==> config.mk <==
export PLATFORM = sky130hd
export DESIGN_NAME = ex_wb_stage_flat
export DESIGN_NICKNAME = d
export VERILOG_FILES = /design/src/rtl/ex_wb_stage_if.sv /design/src/rtl/ex_wb_stage.sv /design/src/flat_wrapper.sv
export SDC_FILE = /design/constraint.sdc
export NUM_CORES = 1
export LEC_CHECK = 0
export ABC_CLOCK_PERIOD_IN_PS = 2800
export CORE_MARGIN = 1
export CORE_UTILIZATION = 45
export CTS_CLUSTER_DIAMETER = 150
export DETAILED_ROUTE_END_ITERATION = 10
export HOLD_SLACK_MARGIN = 0.15
export PLACE_DENSITY = 0.72
export SLEW_MARGIN = 20
export SYNTH_ARGS = -nofsm -noshare
export SYNTH_HDL_FRONTEND = slang
export SYNTH_SLANG_ARGS = --single-unit
==> constraint.sdc <==
create_clock -name clk -period 2.8 [get_ports clk]
set_input_delay 0.56 -clock clk [delete_from_list [all_inputs] [get_ports clk]]
set_output_delay 0.56 -clock clk [all_outputs]
set_load 0.02 [all_outputs]
==> src/rtl/ex_wb_stage_if.sv <==
// rtl/ex_wb_stage_if.sv - decode-side inputs and register bank write port of the EX/WB stage
interface ex_wb_stage_if #(
  parameter int DATA_W = 32,
  parameter int CNT_W  = 16
);
  logic              in_valid;
  logic              stall;
  logic [5:0]        funct;
  logic [4:0]        rd;
  logic [DATA_W-1:0] readData1;
  logic [DATA_W-1:0] readData2;
  logic              regWrite;
  logic [4:0]        writeReg;
  logic [DATA_W-1:0] writeData;
  logic              illegal;
  logic [CNT_W-1:0]  retired;

  // decode stage / register bank side
  modport master (
    output in_valid, stall, funct, rd, readData1, readData2,
    input  regWrite, writeReg, writeData, illegal, retired
  );

  // execute/write-back stage side
  modport slave (
    input  in_valid, stall, funct, rd, readData1, readData2,
    output regWrite, writeReg, writeData, illegal, retired
  );
endinterface

==> src/rtl/ex_wb_stage.sv <==
// rtl/ex_wb_stage.sv - two-register R-type execute/write-back stage with retired counter
module ex_wb_stage #(
  parameter int DATA_W = 32,
  parameter int CNT_W  = 16
) (
  input  logic         clk,
  input  logic         rst_n,
  ex_wb_stage_if.slave bus
);
  localparam logic [5:0] F_ADD  = 6'h20;
  localparam logic [5:0] F_ADDU = 6'h21;
  localparam logic [5:0] F_SUB  = 6'h22;
  localparam logic [5:0] F_SUBU = 6'h23;
  localparam logic [5:0] F_AND  = 6'h24;
  localparam logic [5:0] F_OR   = 6'h25;
  localparam logic [5:0] F_XOR  = 6'h26;
  localparam logic [5:0] F_NOR  = 6'h27;
  localparam logic [5:0] F_SLT  = 6'h2A;
  localparam logic [5:0] F_SLTU = 6'h2B;

  logic              ex_valid;
  logic [5:0]        ex_funct;
  logic [4:0]        ex_rd;
  logic [DATA_W-1:0] ex_a;
  logic [DATA_W-1:0] ex_b;

  logic [DATA_W-1:0] alu_result;
  logic              alu_legal;

  logic              wb_valid;
  logic [4:0]        wb_rd;
  logic [DATA_W-1:0] wb_result;
  logic              wb_legal;

  logic [CNT_W-1:0]  retired_q;

  // EX register: capture the decoded instruction unless stalled, in which case hold it
  always_ff @(posedge clk or negedge rst_n) begin
    if (!rst_n) begin
      ex_valid <= 1'b0;
      ex_funct <= '0;
      ex_rd    <= '0;
      ex_a     <= '0;
      ex_b     <= '0;
    end else if (!bus.stall) begin
      ex_valid <= bus.in_valid;
      ex_funct <= bus.funct;
      ex_rd    <= bus.rd;
      ex_a     <= bus.readData1;
      ex_b     <= bus.readData2;
    end
  end

  // ALU: R-type result from the EX register; unknown funct codes yield 0 and flag illegal
  always_comb begin
    alu_result = '0;
    alu_legal  = 1'b1;
    case (ex_funct)
      F_ADD, F_ADDU: alu_result = ex_a + ex_b;
      F_SUB, F_SUBU: alu_result = ex_a - ex_b;
      F_AND:         alu_result = ex_a & ex_b;
      F_OR:          alu_result = ex_a | ex_b;
      F_XOR:         alu_result = ex_a ^ ex_b;
      F_NOR:         alu_result = ~(ex_a | ex_b);
      F_SLT:         alu_result = {{(DATA_W-1){1'b0}}, ($signed(ex_a) < $signed(ex_b))};
      F_SLTU:        alu_result = {{(DATA_W-1){1'b0}}, (ex_a < ex_b)};
      default: begin
        alu_result = '0;
        alu_legal  = 1'b0;
      end
    endcase
  end

  // WB register: take the EX result, or a bubble while the EX instruction is held
  always_ff @(posedge clk or negedge rst_n) begin
    if (!rst_n) begin
      wb_valid  <= 1'b0;
      wb_rd     <= '0;
      wb_result <= '0;
      wb_legal  <= 1'b0;
    end else if (bus.stall) begin
      wb_valid  <= 1'b0;
    end else begin
      wb_valid  <= ex_valid;
      wb_rd     <= ex_rd;
      wb_result <= alu_result;
      wb_legal  <= alu_legal;
    end
  end

  // retired counter: every instruction leaving WB counts, including $0 writes and illegals
  always_ff @(posedge clk or negedge rst_n) begin
    if (!rst_n) begin
      retired_q <= '0;
    end else if (wb_valid) begin
      retired_q <= retired_q + {{(CNT_W-1){1'b0}}, 1'b1};
    end
  end

  assign bus.regWrite  = wb_valid & wb_legal & (wb_rd != 5'd0);
  assign bus.writeReg  = wb_rd;
  assign bus.writeData = wb_result;
  assign bus.illegal   = wb_valid & ~wb_legal;
  assign bus.retired   = retired_q;
endmodule

==> src/flat_wrapper.sv <==
// flat-port wrapper written by rule: the top's interface ports become plain ports
module ex_wb_stage_flat 
#(
  parameter int DATA_W = 32,
  parameter int CNT_W  = 16
)
  (clk, rst_n, bus_in_valid, bus_stall, bus_funct, bus_rd, bus_readData1, bus_readData2, bus_regWrite, bus_writeReg, bus_writeData, bus_illegal, bus_retired);
  ex_wb_stage_if #(.DATA_W(DATA_W), .CNT_W(CNT_W)) bus_i ();
  input  logic clk;
  input  logic rst_n;
  input wire logic [$bits(bus_i.in_valid)-1:0] bus_in_valid;
  input wire logic [$bits(bus_i.stall)-1:0] bus_stall;
  input wire logic [$bits(bus_i.funct)-1:0] bus_funct;
  input wire logic [$bits(bus_i.rd)-1:0] bus_rd;
  input wire logic [$bits(bus_i.readData1)-1:0] bus_readData1;
  input wire logic [$bits(bus_i.readData2)-1:0] bus_readData2;
  output wire logic [$bits(bus_i.regWrite)-1:0] bus_regWrite;
  output wire logic [$bits(bus_i.writeReg)-1:0] bus_writeReg;
  output wire logic [$bits(bus_i.writeData)-1:0] bus_writeData;
  output wire logic [$bits(bus_i.illegal)-1:0] bus_illegal;
  output wire logic [$bits(bus_i.retired)-1:0] bus_retired;
  assign bus_i.in_valid = bus_in_valid;
  assign bus_i.stall = bus_stall;
  assign bus_i.funct = bus_funct;
  assign bus_i.rd = bus_rd;
  assign bus_i.readData1 = bus_readData1;
  assign bus_i.readData2 = bus_readData2;
  assign bus_regWrite = bus_i.regWrite;
  assign bus_writeReg = bus_i.writeReg;
  assign bus_writeData = bus_i.writeData;
  assign bus_illegal = bus_i.illegal;
  assign bus_retired = bus_i.retired;
  ex_wb_stage #(.DATA_W(DATA_W), .CNT_W(CNT_W)) u_core (.clk(clk), .rst_n(rst_n), .bus(bus_i));
endmodule
==> impl_results.md <==
* Die span in y at between 150 and 200 µm
* Net Count, Synth at 1,375
* Root Buffer: clkbuf_16
* Overall Global Routing Usage at 0.280
* I/O pin total at about 130
* DP Area at 13,500 µm²
* Drt wl/cell at ~19 µm
* Std-Cell Rows at 56
* Initial DRC Count at between 700 and 800
* Vias at a little over 10,000
* Setup Crit Path Kind: flip-flop to flip-flop
* Placer Congestion at a little over 0.9
* CTS Hold Bufs at 0
* Critical-path top delay cell: dfrtp_2
* Failing checks: negative setup slack
* Clock skew at ~0.016 ns
* Synth top cells by count: 131 x dfrtp_1, 107 x ha_1, 102 x inv_1, 85 x a21oi_1
* Final HPWL DP at roughly 25 mm
* CTS tree: built
* Fin area at between 10,000 and 15,000 µm²
* Ys async rst share at 1.00
* Final hold vios at 0
* Period utilization at 1.02
* Pleak at around 0.0066 µW
* Most numerous cell in the Yosys netlist: dfrtp_1
* CP Data Required Time at around 3.1 ns
* Initial antenna violation count at 0
* Worst skew pair latency at 0.44 ns
* Core ar. at approximately 23,000 µm²
* Power Density at ~560 nW/µm²
* Worst Path Arrival at approximately 3.2 ns
* Largest net degree at the start of global routing at 76
* Initial Util at 0.459
* Global-route wire length before repair at between 50 and 60 mm
* Setup crit end kind: flip-flop
* RSZ-0062 raised after global routing: yes
* Post-synth EDFFs at 0
* Post-route insts no fill at approximately 1,800
* Fraction of final layout cells sized beyond drive strength 1 at 0.283
* CP bufs+invs at 2
* Die X at around 160 µm
* Netlist cell types at between 80 and 90
* Pre-Repair DR Iteration Count at 5
* Mapped Area at about 11,000 µm²
* Area delta synth->final at 36.5%
* Status: finished with violations
* Synth warn at 0
* Maximum VDD drop at ~380 µV
* Total CTS buffers at 17
* Worst Setup Start Kind: flip-flop
* Placed insts at between 1,500 and 2,000
* Number of diodes at 0
* Clock-pin slew on the worst setup and hold paths at around 0.080 ns
* Sequential fraction of the synthesis area at 0.304
* Cell chain of the critical path: ha_4 -> inv_2 -> fa_2 -> nor2b_2 -> o211ai_1 -> a21oi_2 -> o21ai_2 -> a21o_4 -> a211oi_2 -> buf_4 -> o31a_1 -> o2111a_1 -> a211o_1
* Dpl ws at -0.216 ns
* Final #Nets at 1,645
* Cells after Synth at 1,187
* Cell accounting for the most synthesized area: dfrtp_1
* Vias/cell at approximately 5.6
* Worst rel slew slack at 0.486
* H-tree Lvls at 4
* Drt total wl at ~34 mm
* Fmax at 352 MHz
* DRC viols at 0
* Critical path depth at 13
* Max-Cap Viols at 0
* Crit path max-delay family: compound AO/OA/AOI/OAI gates
* Final setup viols at 5
* Top FF cell, synth: dfrtp_1
* Clk buf depth at 2
* Final ANT Viol Nets at 0
* Clock period minus worst slack at roughly 2.8 ns
* Hold Crit Class: primary input to async pin
* Fin util at 0.627
* Area of the die at roughly 25,000 µm²
* Final WS setup at -0.0433 ns
* Max stage delay on crit path at 0.46 ns
* Synth top area cells: dfrtp_1 30%, ha_1 12%, mux2_2 8.8%
* Yosys reg bits at between 100 and 150
* Worst slew pin tran at 0.771 ns
* Post-Syn Area per Cell at ~9.1 µm²
* CTS Sinks at 131
* Vias in the first global route at 10,000
* Max-slew violations at 0
* Synth top area share at 0.304
* Pwr Total at between 8000 and 9000 µW
* Input/output buffers at ~130
* R2R cell count at 13
* Grt ovf at 0
* Crit Path Max Fanout at 4
-- logic make-up after synthesis --
| group | after synthesis | synth area share |
|---|---|---|
| buf+inv | 175 | 0.0656 |
| mux | 116 | 0.117 |
| flops | 131 | 0.304 |
| compound gates | 320 | 0.209 |
| fa+ha+maj | 109 | 0.128 |
| xor+xnor | 70 | 0.0569 |
| simple gates | 266 | 0.119 |
-- what timing repair did --
item | CTS | global route
buffers inserted | 10 | 6
resized for setup | 57 | 56
pin swaps | 35 | 42
endpoints found under the setup margin | 17 | 19
cloned | 0 | 0
-- flip-flops by register name (all words and copies together) (netlist names), 5 cells and up --
signal                flops
u_core.bus.retired       16
u_core.bus.writeData     32
u_core.bus.writeReg       5
u_core.ex_a              32
u_core.ex_b              32
u_core.ex_funct           6
u_core.ex_rd              5
-- power by group --
group	leakage, µW	internal (µW)	switching, µW
clock	0.000292	1210	1150
sequential	0.00163	2070	174
combinational	0.00465	1730	1970
total	0.00657	5010	3290
-- worst register-to-register path, delay by kind of cell (launching register included) --
| family | cells | cell delay, ns |
|---|---|---|
| buf+inv | 2 | 0.21 |
| fa+ha+maj | 2 | 0.42 |
| simple gates | 1 | 0.06 |
| flops | 1 | 0.46 |
| compound gates | 8 | 1.58 |
-- per-layer routing --
metal,up-vias,GRT usage,share of wire
met2,348,0.484,0.48
met1,4919,0.358,0.44
met5,-,0,0
met3,82,0.0435,0.049
li1,4749,-,-
met4,0,0.0836,0.029
-- layout by cell type, fill, tap and decap left out, types with 6 or more instances in the layout --
cell type / count
o22ai_1: 9
and3_1: 7
nor2b_1: 10
o221ai_1: 8
buf_4: 185
mux2i_1: 30
ha_1: 90
nand4_1: 9
nand2_1: 69
xnor2_1: 59
nand2b_1: 12
inv_1: 94
or3_1: 9
o21ai_1: 14
a21oi_1: 71
dfrtp_1: 128
a22o_1: 12
a21oi_2: 13
ha_2: 6
clkbuf_16: 17
inv_2: 11
a211oi_2: 7
nor3_1: 15
nor2_1: 82
o21ai_0: 42
a31oi_1: 7
o21bai_1: 9
a211o_1: 7
o211ai_1: 12
nor4_1: 7
nand3_1: 19
clkdlybuf4s50_1: 131
a211oi_1: 6
a21o_1: 17
xor2_1: 11
ha_4: 11
mux2_2: 84
-- area by class of cell --
cell class	instances	area, µm²
repair buffers	319	2740
inverters	107	402
multi-input cells	881	7280
clock inverters	15	180
flip-flops and latches	131	3280
clock buffers	17	425
fillers	1949	8760
well taps	319	399
-- per-stage QoR --
step / TNS [ns] / hold WS (ns)
after floorplan: 0 / 0.264
after global placement: -0.687 / 0.461
after detailed placement: -1.52 / 0.488
after global routing: -0.963 / 0.196
after CTS: -0.236 / 0.182
final: -0.102 / 0.119
-- worst paths after layout --
check / from / end / slack (ns)
min: rst_n / u_core.ex_a[18]$_DFFE_PN0N_ / 0.12
max in group asynchronous: rst_n / u_core.wb_valid$_DFF_PN0_ / 1.89
max reg2reg: u_core.ex_b[0]$_DFFE_PN0N_ / u_core.bus.writeData[30]$_DFFE_PN0N_ / -0.04
min reg2reg: u_core.bus.retired[13]$_DFFE_PN0P_ / u_core.bus.retired[13]$_DFFE_PN0P_ / 0.50
min in group clk: u_core.bus.retired[13]$_DFFE_PN0P_ / u_core.bus.retired[13]$_DFFE_PN0P_ / 0.50
max: u_core.ex_b[0]$_DFFE_PN0N_ / u_core.bus.writeData[30]$_DFFE_PN0N_ / -0.04
Note: power is estimated with default switching activity, not from simulation.
